===== config.mk =====
export PLATFORM = sky130hd
export DESIGN_NAME = seg_display_ctrl
export DESIGN_NICKNAME = d
export VERILOG_FILES = /design/src/rtl/seg_display_ctrl.sv
export SDC_FILE = /design/constraint.sdc
export NUM_CORES = 1
export LEC_CHECK = 0
export CAP_MARGIN = 30
export CELL_PAD_IN_SITES_DETAIL_PLACEMENT = 1
export CELL_PAD_IN_SITES_GLOBAL_PLACEMENT = 2
export CORE_ASPECT_RATIO = 1.25
export CORE_MARGIN = 1.5
export CORE_UTILIZATION = 37
export CTS_BUF_LIST = sky130_fd_sc_hd__clkbuf_16
export DETAILED_ROUTE_END_ITERATION = 6
export GPL_TIMING_DRIVEN = 0
export PLACE_DENSITY = 0.85
export SYNTH_ARGS = -nofsm -noshare
export SYNTH_HDL_FRONTEND = slang
export SYNTH_SLANG_ARGS = --single-unit

===== constraint.sdc =====
create_clock -name clk -period 4.5 [get_ports clk]
set_input_delay 0.9 -clock clk [delete_from_list [all_inputs] [get_ports clk]]
set_output_delay 0.9 -clock clk [all_outputs]
set_load 0.02 [all_outputs]

===== src/rtl/seg_display_ctrl.sv =====
// Signed binary to multi-digit 7-segment display controller.
// Sequential double-dabble conversion, sign/blanking format, blinking error pattern.
module seg_display_ctrl #(
   parameter int DIGITS    = 4,
   parameter int WIDTH     = 10,
   parameter int BLINK_DIV = 25000000
) (
   input  logic                  clk,
   input  logic                  rst,
   input  logic                  load,
   input  logic [WIDTH-1:0]      value,
   input  logic                  neg,
   input  logic                  overflow,
   input  logic                  blink_err,
   output logic [7*DIGITS-1:0]   seg,
   output logic                  busy,
   output logic                  done
);

   localparam int CW = $clog2(WIDTH + 1);
   localparam int BW = $clog2(BLINK_DIV);

   function automatic logic [63:0] pow10(input int n);
      logic [63:0] r;
      r = 64'd1;
      for (int i = 0; i < n; i++) r = r * 64'd10;
      return r;
   endfunction

   localparam logic [63:0] LIM  = pow10(DIGITS);
   localparam logic [63:0] NLIM = pow10(DIGITS - 1);

   localparam logic [6:0] BLANK = 7'b1111111;
   localparam logic [6:0] MINUS = 7'b0111111;

   function automatic logic [6:0] glyph(input logic [3:0] d);
      logic [6:0] g;
      case (d)
         4'd0:    g = 7'b1000000;
         4'd1:    g = 7'b1111001;
         4'd2:    g = 7'b0100100;
         4'd3:    g = 7'b0110000;
         4'd4:    g = 7'b0011001;
         4'd5:    g = 7'b0010010;
         4'd6:    g = 7'b0000010;
         4'd7:    g = 7'b1111000;
         4'd8:    g = 7'b0000000;
         4'd9:    g = 7'b0011000;
         default: g = BLANK;
      endcase
      return g;
   endfunction

   typedef enum logic [1:0] {IDLE, SHIFT, FORMAT} state_t;

   state_t               state, state_n;
   logic [CW-1:0]        cnt;
   logic [WIDTH-1:0]     bin;
   logic [4*DIGITS-1:0]  bcd;
   logic [4*DIGITS-1:0]  bcd_adj;
   logic [WIDTH-1:0]     val_q;
   logic                 neg_q;
   logic                 ovf_q;
   logic [7*DIGITS-1:0]  disp;
   logic [7*DIGITS-1:0]  fmt;
   logic [7*DIGITS-1:0]  errpat;
   logic                 err;
   logic                 err_q;
   logic                 done_q;
   logic [BW-1:0]        bctr;
   logic                 hidden;
   logic [63:0]          val_ext;
   int                   msd;

   always_ff @(posedge clk or posedge rst) begin
      if (rst) state <= IDLE;
      else     state <= state_n;
   end

   always_comb begin
      state_n = state;
      case (state)
         IDLE:    if (load) state_n = SHIFT;
         SHIFT:   if (cnt == CW'(WIDTH - 1)) state_n = FORMAT;
         FORMAT:  state_n = IDLE;
         default: state_n = IDLE;
      endcase
   end

   always_comb begin
      bcd_adj = bcd;
      for (int i = 0; i < DIGITS; i++)
         if (bcd[4*i +: 4] >= 4'd5) bcd_adj[4*i +: 4] = bcd[4*i +: 4] + 4'd3;
   end

   // Digits above the most significant non-zero one are blanked; the
   // minus sign takes the first blank slot.
   always_comb begin
      val_ext = {{(64-WIDTH){1'b0}}, val_q};
      msd = 0;
      for (int i = 0; i < DIGITS; i++)
         if (bcd[4*i +: 4] != 4'd0) msd = i;
      fmt = {DIGITS{BLANK}};
      for (int i = 0; i < DIGITS; i++) begin
         if (i <= msd)
            fmt[7*i +: 7] = glyph(bcd[4*i +: 4]);
         else if (neg_q && (val_q != '0) && (i == msd + 1))
            fmt[7*i +: 7] = MINUS;
      end
      errpat = {DIGITS{BLANK}};
      errpat[27:0] = {7'b0000110, 7'b0101111, 7'b0101111, 7'b0100011};
      err = ovf_q || (val_ext >= LIM) || (neg_q && (val_ext >= NLIM));
   end

   always_ff @(posedge clk or posedge rst) begin
      if (rst) begin
         cnt    <= '0;
         bin    <= '0;
         bcd    <= '0;
         val_q  <= '0;
         neg_q  <= 1'b0;
         ovf_q  <= 1'b0;
         disp   <= {DIGITS{BLANK}};
         err_q  <= 1'b0;
         done_q <= 1'b0;
      end else begin
         done_q <= 1'b0;
         case (state)
            IDLE: begin
               if (load) begin
                  val_q <= value;
                  neg_q <= neg;
                  ovf_q <= overflow;
                  bin   <= value;
                  bcd   <= '0;
                  cnt   <= '0;
               end
            end
            SHIFT: begin
               bcd <= {bcd_adj[4*DIGITS-2:0], bin[WIDTH-1]};
               bin <= {bin[WIDTH-2:0], 1'b0};
               cnt <= cnt + 1'b1;
            end
            FORMAT: begin
               disp   <= err ? errpat : fmt;
               err_q  <= err;
               done_q <= 1'b1;
            end
            default: ;
         endcase
      end
   end

   always_ff @(posedge clk or posedge rst) begin
      if (rst) begin
         bctr   <= '0;
         hidden <= 1'b0;
      end else if (state == FORMAT || !(err_q && blink_err)) begin
         bctr   <= '0;
         hidden <= 1'b0;
      end else if (bctr == BW'(BLINK_DIV - 1)) begin
         bctr   <= '0;
         hidden <= ~hidden;
      end else begin
         bctr   <= bctr + 1'b1;
      end
   end

   assign seg  = (hidden && err_q && blink_err) ? {DIGITS{BLANK}} : disp;
   assign busy = (state != IDLE);
   assign done = done_q;

endmodule

==> flow_summary.toml, run 1 <==
[yosys]
synth_top_family_by_area = "simple AND/OR/NAND/NOR gates"
synth_compound_area_share_pct = 14.79
ys_ff_latch = 100
synth.distinct_cells = 53
synthAdderAreaFrac_pct = 5.435
synth.largest_area_cell = "dfrtp_1"
synth_common_cells = "nand2_1 (93), dfrtp_1 (72), nand2b_1 (38), o21ai_0 (36), nor2_1 (32)"
synthFlopType = "dfrtp_1"
yosysSeqAreaShare_pct = 45.92
synth.area.mux_share_pct = 1.495
synth_xor_area_share_pct = 3.012
synth_most_common_cell = "nand2_1"
ys_top_cells_by_area = "dfrtp_1 (33%), dfstp_2 (13%), nand2_1 (6.3%)"
syn_nets = 643
async_flop_share_pct = 100.0
avgSynthCellArea_um2 = 9.163
synth_cells = 603
synthesis.area_um2 = 5525
synth-simple-area-share_pct = 25.54
synth_top_area_share_pct = 32.61
synth_edf_count = 0
ys_warn_count = 0

[drt]
dr.pass1.iters = 6
drtIter0Drc = 122
final_antenna_net_count = 0
vias_per_cell = 5.529
wl_um = 14700
drc = 4
avgRoutedWirePerCell_um = 17.39
vias = 4672

[timing]
post-route-period-util_pct = 87.28
hold_viol_final = 0
relSlewSlack_pct = 50.28
worst_slack_ns = 0.5724
rsz0062_at_grt = "no"
max_freq_mhz = 254.6
setup_tns_ns = 0
final-setup-viol-count = 0
tightest_slew_ns = 0.7395
skew_ns = 0.008039
slew_viol_final = 0
period_minus_slack_ns = 3.928

[critical_path]
cp.required_ns = 3.60
critPathLaunchType = "input pin"
worstPathArrival_ns = 3.03
criticalPathCategory = "in -> out"
critPathMaxFanout = 10
worstSetupEndpointType = "output port"

[power]
vdd_drop_max_mv = 0.2627
power.density_nw_per_um2 = 692.4
power.total_mw = 4.542
power.leakage_nw = 2.726

[global_route]
grt_max_degree = 73
antenna_found_initial = 0
grt-ovfl-total = 0
globalRouteTotalUtil_pct = 20.38
grt_pass1_wl_um = 25570
grt_pass1_vias = 4942

[finish]
syn2layout_area_growth_pct = 18.73
num-nets-final = 702
drive_above_1_share_pct = 8.996
fillers = 1723
stdcell_count = 845
diodes = 0

[clock_network]
cts.sinks = 100
postCtsSetupRepairBufs = 0
cts_resized = 0
cts_buffers = 9
root_buffer = "clkbuf_16"
tritoncts = "done"
cts.clk_slew.worst_paths_ns = 0.07
clkLatencyLatePin_ns = 0.36
clockBufferDepth = 2
cts_htree_levels = 3
hold_buffers = 0

[die]
die_width_um = 112.3
dieArea_um2 = 15680
start_util_pct = 38.19
rows = 49
die_h_um = 139.6
ios = 46
fp.coreArea_um2 = 14470

[placed_design]
place_congestion = 0.8337
place_ws_ns = 0.5336
place_inst = 828
portBuffers = 45
dp.final_hpwl_um = 10750

[flow_run]
maxCapViolCount = 0

[run_status]
status = "complete, but fails checks"
violations = "DRC"

[worst_hold_path]
hold_class = "reg -> reg"
## cell usage in the layout (no fill, tap or decap), types with 6 or more instances in the layout
cell type | synthesis | final
nor2_1 | 32 | 32
clkbuf_1 | 31 | 31
a211oi_1 | 14 | 14
mux2i_1 | 6 | 6
clkdlybuf4s50_1 | 0 | 45
or4_1 | 7 | 7
o21ai_0 | 36 | 36
nor3_1 | 24 | 24
nand2_1 | 93 | 93
dfstp_2 | 28 | 28
ha_1 | 24 | 24
nor3b_1 | 10 | 10
and2_1 | 6 | 6
nand3_1 | 27 | 27
a21oi_1 | 14 | 14
nand2b_1 | 38 | 38
clkbuf_16 | 0 | 9
xnor2_1 | 10 | 10
o31ai_1 | 16 | 16
dfrtp_1 | 72 | 72
a31oi_1 | 9 | 9
xor2_1 | 9 | 9
inv_1 | 19 | 19
nand4_1 | 11 | 11
## layer usage
layer  part of all wire [%]  wire length, um  up-vias  track usage, %
li1                       -                -     2269               -
met1                     49             7164     2320           28.42
met2                     47             6842       67           32.32
met3                    3.1              459       16           3.441
met4                    1.6              230        0           6.729
met5                      0                0        -               0
## critical path: stages
cell and delay, ns:
clkdlybuf4s50_1 0.45, nand3_1 0.33, clkbuf_1 0.54, nand2b_1 0.22
clkdlybuf4s50_1 0.59
## flip-flops by register name, indices dropped and copies added, names as in the netlist
| register | cells |
|---|---|
| done | 1 |
| neg_q | 1 |
| bctr | 25 |
| cnt | 4 |
| val_q | 10 |
| hidden | 1 |
| err_q | 1 |
| disp | 28 |
| state | 2 |
| bin | 10 |
| bcd | 16 |
| ovf_q | 1 |
## path summary, 6_finish.rpt
kind	start	end	slack (ns)	cells after the start
min in group asynchronous	rst	bctr[11]$_DFF_PP0_	0.88	2
max in group asynchronous	rst	disp[23]$_DFFE_PP1P_	2.88	3
hold reg to reg	disp[3]$_DFFE_PP1P_	disp[3]$_DFFE_PP1P_	0.46	2
hold / removal	disp[3]$_DFFE_PP1P_	disp[3]$_DFFE_PP1P_	0.46	2
setup / recovery	blink_err	seg[24]	0.57	5
setup reg to reg	bctr[0]$_DFF_PP0_	bctr[2]$_DFF_PP0_	2.04	7
## through the flow
stage | hold slack (ns) | util (%) | area, um^2
floorplan | 0.4352 | - | 5525
global placement | 0.4477 | 42.84 | 6198
detailed placement | 0.4487 | 43.10 | 6236
CTS | 0.4595 | 45.30 | 6555
global route | 0.4925 | 45.34 | 6560
finish | 0.4571 | 45.34 | 6560
## final cells by class
class | instances | area [um^2] | area share (%)
sequential | 100 | 2537 | 38.68
tap | 178 | 222.7 | 3.395
timing repair buffer | 48 | 490.5 | 7.477
multi-input combinational | 450 | 2778 | 42.34
clock inverter | 7 | 93.84 | 1.430
inverter | 19 | 73.82 | 1.125
clock buffer | 9 | 225.2 | 3.433
buffer | 34 | 138.9 | 2.117
## report_power, final
part	switching, mW	internal [mW]
clock network	0.358	0.486
registers	0.242	1.31
logic	1.25	0.899
## kinds of logic (layout without fill, tap and decap cells)
kind of cell | count (synthesis) | in the layout
compound gates | 123 | 123
simple gates | 276 | 276
mux | 8 | 8
xor+xnor | 19 | 19
buf+inv | 53 | 117
flops | 100 | 100
fa+ha+maj | 24 | 24
Power figures use the tool's default switching activity.
==> inputs of run 2 (changes only) <==
Settings changed: ABC_AREA from default to 1, CELL_PAD_IN_SITES_DETAIL_PLACEMENT 1 to default, CELL_PAD_IN_SITES_GLOBAL_PLACEMENT 2 to default, CORE_UTILIZATION 37 to 58, PLACE_DENSITY 0.85 to 0.84, SKIP_LAST_GASP from default to 1.
==> run 2 against run 1 <==
  * The flow now finishes without violations
  * Flip-flop and latch count stayed put
  * Power shrank 5.9%
  * Combinational power down 8%
  * Final cell count increased by 6.3%
  * Clock-buffer cell count stayed put
  * Routed wire length is 13% lower
  * Maximum frequency increased by 6.1%
  * Setup slack better by 0.23 ns
  * Synthesized cell count up 18%
  * Clock skew increased by 0.0045 ns
  * Highest routed layer unchanged
==> flow_summary.toml, run 2 <==
[run_status]
status = "finished clean"

[yosys]
synth_top_family_by_area = "simple AND/OR/NAND/NOR gates"
synthFlopType = "dfrtp_1"
synth_common_cells = "nand2_1 (192), inv_1 (93), nor2_1 (90), dfrtp_1 (72), o21ai_0 (48)"
synth_edf_count = 0
ys_top_cells_by_area = "dfrtp_1 (33%), dfstp_2 (13%), nand2_1 (13%)"
synth.largest_area_cell = "dfrtp_1"
yosysSeqAreaShare_pct = 46.12
ys_warn_count = 0
ys_ff_latch = 100
synth.area.mux_share_pct = 0
synth_cells = 713
synth_top_area_share_pct = 32.75
synthAdderAreaFrac_pct = 5.458
synthesis.area_um2 = 5502
synth_most_common_cell = "nand2_1"
synth_compound_area_share_pct = 12.17
synth_xor_area_share_pct = 2.229
syn_nets = 753
async_flop_share_pct = 100.0
synth.distinct_cells = 39
synth-simple-area-share_pct = 25.84
avgSynthCellArea_um2 = 7.716

[power]
pwr-share-seq_pct = 35.4
power.total_mw = 4.276
clockPowerShare_pct = 18.3
vdd_drop_max_mv = 0.3824
p_sw_share_pct = 41.95
power.leakage_nw = 3.082
internal-power_mw = 2.482
power.density_nw_per_um2 = 664.6
power_frac_comb_pct = 46.4
power.switching_mw = 1.794

[global_route]
grt_pass1_vias = 4802
grt_max_degree = 53
grt_pass1_wl_um = 21850
grt-ovfl-total = 0
globalRouteTotalUtil_pct = 26.85
antenna_found_initial = 0

[timing]
rsz0062_at_grt = "no"
hold_ws_ns = 0.4755
post-route-period-util_pct = 82.28
tightest_slew_ns = 0.6600
setup_tns_ns = 0
max_freq_mhz = 270.1
period_minus_slack_ns = 3.703
slew_viol_final = 0
skew_ns = 0.01256
hold_viol_final = 0
relSlewSlack_pct = 56.00
final-setup-viol-count = 0

[clock_network]
tritoncts = "done"
cts_buffers = 9
root_buffer = "clkbuf_16"
clockBufferDepth = 2
cts.clk_slew.worst_paths_ns = 0.06
postCtsSetupRepairBufs = 0
cts.sinks = 100
clkLatencyLatePin_ns = 0.35
hold_buffers = 0
cts_resized = 0
cts_htree_levels = 3

[finish]
drive_above_1_share_pct = 9.677
layout_common_cells = "nand2_1 (192), inv_1 (92), nor2_1 (90)"
top_regs = "disp x28, bctr x25, bcd x16"
diodes = 0
num-nets-final = 810
finalInstanceArea_um2 = 6434
largest_reg_flops = 28
final_common_cell = "nand2_1"
regMostFlops = "disp"
syn2layout_area_growth_pct = 16.94

[drt]
final_antenna_net_count = 0
vias = 4979
drtIter0Drc = 323
avgRoutedWirePerCell_um = 14.22
dr.pass1.iters = 6
wl_um = 12770
vias_per_cell = 5.545
drc = 0

[worst_hold_path]
hold_path_depth = 2
hold_path_end = "disp[13]$_DFFE_PP1P_"
holdCritStartpoint = "disp[13]$_DFFE_PP1P_"
hold_class = "reg -> reg"

[placed_design]
dp.final_hpwl_um = 9383
place_congestion = 0.9325
dpl-instance-area_um2 = 6136
portBuffers = 45

[critical_path]
worstSetupEndpointType = "output port"
critPathMaxFanout = 10
reg2reg_depth = 8
cp.required_ns = 3.60
critPathLaunchType = "input pin"
worstPathArrival_ns = 2.80
worstPathCellList = "clkdlybuf4s50_1, nand3_1, clkbuf_1, nand2_1, clkdlybuf4s50_1"
criticalPathCategory = "in -> out"
r2r_end = "bcd[1]$_DFFE_PP0P_"
critPathMostFrequentCell = "clkdlybuf4s50_1"
slowest_delay_ns = 0.61
worstReg2RegStart = "bcd[0]$_DFFE_PP0P_"
slowest_stage = "clkdlybuf4s50_1"
reg2reg_setup_slack_ns = 2.64

[flow_run]
maxCapViolCount = 0

[die]
ios = 46
rows = 39
dieArea_um2 = 10080
die_h_um = 111.9
start_util_pct = 59.97
fp.coreArea_um2 = 9174
die_width_um = 90.11
-- run 2: metal layers --
metal	global-route usage, %	part of all wire [%]	vias up	routed length [um]
met5	0	0	-	0
met4	13.76	3.3	0	418
met3	4.508	5.3	45	671
met2	46.36	51	192	6472
met1	32.20	41	2349	5211
li1	-	-	2393	-
-- run 2: kinds of logic (layout without fill, tap and decap cells) --
| group | after synthesis | in the layout |
|---|---|---|
| AO/OA/AOI/OAI | 118 | 118 |
| XOR/XNOR | 14 | 14 |
| adder cells (fa/ha/maj) | 24 | 24 |
| buffers and inverters | 113 | 175 |
| flip-flops | 100 | 100 |
| AND/OR/NAND/NOR | 344 | 344 |
-- run 2: worst max path at each step --
stage                     startpoint                 end  slack (ns)  cells after the start
after floorplan                  rst  bcd[0]$_DFFE_PP0P_        1.03                      1
after global placement           rst  bcd[5]$_DFFE_PP0P_       -0.40                      2
after detailed placement   blink_err             seg[19]        0.78                      5
after CTS                  blink_err              seg[8]        0.78                      5
after global routing       blink_err             seg[19]        0.66                      5
final                      blink_err              seg[8]        0.80                      5
-- run 2: metrics by stage --
| stage | cells | worst slack (ns) | util [%] |
|---|---|---|---|
| after CTS | 898 | 0.7771 | 70.13 |
| after detailed placement | 882 | 0.7837 | 66.88 |
| after global routing | 898 | 0.6578 | 70.13 |
| after global placement | 881 | -0.4026 | 66.56 |
| final | 898 | 0.7974 | 70.13 |
| after floorplan | 713 | 1.028 | - |
-- run 2: worst max-delay path: cells and delay by family --
family | cells | cell delay (ns)
buf+inv | 3 | 1.47
simple gates | 2 | 0.44
-- run 2: cell type report --
class / count / area, um^2
buffer: 15 / 80.08
clock buffer: 9 / 225.2
multi-input combinational: 500 / 2514
sequential: 100 / 2537
timing repair buffer: 46 / 478.0
clock inverter: 7 / 72.57
inverter: 98 / 372.9
tap: 123 / 153.9
fill: 749 / 2740
-- run 2: power by group through the flow --
stage | logic (mW) | clock network, mW | registers [mW]
floorplan | 1.37 | 0 | 1.45
global placement | 1.87 | 0 | 1.50
detailed placement | 1.96 | 0 | 1.52
CTS | 1.97 | 0.795 | 1.51
global route | 2.21 | 0.829 | 1.55
finish | 1.98 | 0.781 | 1.51
==> inputs of run 3 (changes only) <==
Settings changed: CORE_UTILIZATION 58 to 53, PLACE_DENSITY 0.84 to 0.81.
Clock period 4.5 ns to 3.15 ns, I/O delays scaled along.
==> run 3 against run 2 <==
  * Register-to-register slack got worse by 1.4 ns
  * First-iteration DRC count decreased by 19%
  * Power increased by 41%
==> flow_summary.toml, run 3 (synthesis gave the netlist of run 2 again) <==
[worst_hold_path]
hold_class = "reg -> reg"

[timing]
period_minus_slack_ns = 3.044
slew_viol_final = 0
tightest_slew_ns = 0.5559
relSlewSlack_pct = 62.55
rsz0062_at_grt = "no"
skew_ns = 0.006796
final-setup-viol-count = 0
hold_viol_final = 0
hold_ws_ns = 0.4742
max_freq_mhz = 328.5
post-route-period-util_pct = 96.65

[critical_path]
crit_family = "buffers and inverters"
slowest_stage = "clkdlybuf4s50_1"
criticalPathCategory = "in -> out"
slowest_delay_ns = 0.62
cp.required_ns = 2.52
critPathLaunchType = "input pin"
worstSetupEndpointType = "output port"
critPathMostFrequentCell = "clkdlybuf4s50_1"
critPathMaxFanout = 10
worstPathCellList = "clkdlybuf4s50_1, nand3_2, clkbuf_2, nand2_1, clkdlybuf4s50_1"
worstPathArrival_ns = 2.41
path_buf_inv = 3

[run_status]
status = "finished clean"

[die]
die_width_um = 94.13
ios = 46
dieArea_um2 = 11000
rows = 41
start_util_pct = 54.44
die_h_um = 116.9
fp.coreArea_um2 = 10110

[finish]
fillers = 857
syn2layout_area_growth_pct = 17.33
final-seq-area_um2 = 2537
layout_common_cells = "nand2_1 (192), inv_1 (93), nor2_1 (90)"
drive_above_1_share_pct = 10.42
top_regs = "disp x28, bctr x25, bcd x16"
regMostFlops = "disp"
diodes = 0
finalInstanceArea_um2 = 6455
final_common_cell = "nand2_1"
num-nets-final = 812
largest_reg_flops = 28
multiInputGateArea_um2 = 2519

[placed_design]
place_congestion = 0.9415
dp.final_hpwl_um = 9415
portBuffers = 45
dpl-instance-area_um2 = 6177

[drt]
dr.pass1.iters = 5
vias_per_cell = 5.371
drtIter0Drc = 263
drc = 0
vias = 4866
wl_um = 12730
avgRoutedWirePerCell_um = 14.05
final_antenna_net_count = 0

[clock_network]
clkLatencyLatePin_ns = 0.34
cts.sinks = 100
cts.clk_slew.worst_paths_ns = 0.06
root_buffer = "clkbuf_16"
tritoncts = "done"
cts_buffers = 9
cts_htree_levels = 3
clockBufferDepth = 2

[power]
power.density_nw_per_um2 = 932.3
vdd_drop_max_mv = 0.5341
power.leakage_nw = 3.082

[global_route]
antenna_found_initial = 0
grt-ovfl-total = 0
grt_max_degree = 44
grt_pass1_vias = 4584
globalRouteTotalUtil_pct = 24.71
grt_pass1_wl_um = 21200

[flow_run]
maxCapViolCount = 0
## run 3: changes by cell type in the layout (fill, tap and decap cells not counted), sizes merged
| cell | before | now |
|---|---|---|
| bufinv | 1 | 0 |
| clkinvlp | 0 | 4 |
| buf | 13 | 15 |
| clkinv | 4 | 3 |
| inv | 100 | 98 |
## run 3: area by class of cell
class,count,area share (%)
plain buffers,15,1.279
clock buffers,9,3.489
clock inverters,7,0.6978
inverters,98,5.796
multi-input cells,500,39.02
flip-flops and latches,100,39.31
well taps,129,2.500
repair buffers,48,7.909
## run 3: stage by stage
| step | utilization (%) | total power [mW] | worst slack, ns | setup TNS (ns) | cells |
|---|---|---|---|---|---|
| finish | 63.87 | 6.018 | 0.1057 | 0 | 906 |
| global route | 63.87 | 6.473 | 0.05000 | 0 | 906 |
| CTS | 63.87 | 6.014 | 0.09596 | 0 | 906 |
| detailed placement | 61.12 | 4.967 | -0.08803 | -1.246 | 890 |
| global placement | 60.53 | 4.827 | -0.04701 | -0.6872 | 887 |
| floorplan | - | 4.032 | 1.200 | 0 | 713 |
## run 3: metal layers
layer  track usage, %  up-vias  wire (um)
li1                 -     2392          -
met1            29.92     2277       5334
met2            43.14      158       6421
met3            2.907       39        509
met4            13.33        0        460
met5                0        -          0
## run 3: worst reg2reg max path: cells and delay by family (launching register included)
kind	cells	cell delay [ns]
AO/OA/AOI/OAI	4	0.83
buffers and inverters	2	0.24
flip-flops	1	0.43
AND/OR/NAND/NOR	1	0.05
adder cells (fa/ha/maj)	1	0.25
## run 3: power by group
group	internal [mW]	total (mW)	switching, mW	leakage [nW]
Combinational	1.10	2.85	1.75	1.74
Clock	0.531	1.01	0.480	0.129
Sequential	1.83	2.15	0.323	1.22
Total	3.46	6.02	2.55	3.08
## run 3: final timing paths
| kind | startpoint | endpoint | slack (ns) | depth (start not counted) |
|---|---|---|---|---|
| max | blink_err | seg[18] | 0.11 | 5 |
| min | disp[27]$_DFFE_PP1P_ | disp[27]$_DFFE_PP1P_ | 0.47 | 2 |
| max reg2reg | bcd[1]$_DFFE_PP0P_ | bcd[2]$_DFFE_PP0P_ | 1.23 | 8 |
| min reg2reg | disp[27]$_DFFE_PP1P_ | disp[27]$_DFFE_PP1P_ | 0.47 | 2 |
| max in group asynchronous | rst | disp[13]$_DFFE_PP1P_ | 1.75 | 5 |
| min in group asynchronous | rst | bcd[10]$_DFFE_PP0P_ | 0.69 | 3 |
## run 3: repair_timing
| action | CTS | global route |
|---|---|---|
| resized for setup | 3 | 0 |
| buffers inserted | 0 | 0 |
| endpoints found under the setup margin | 20 | 0 |
| hold buffers | 0 | 0 |
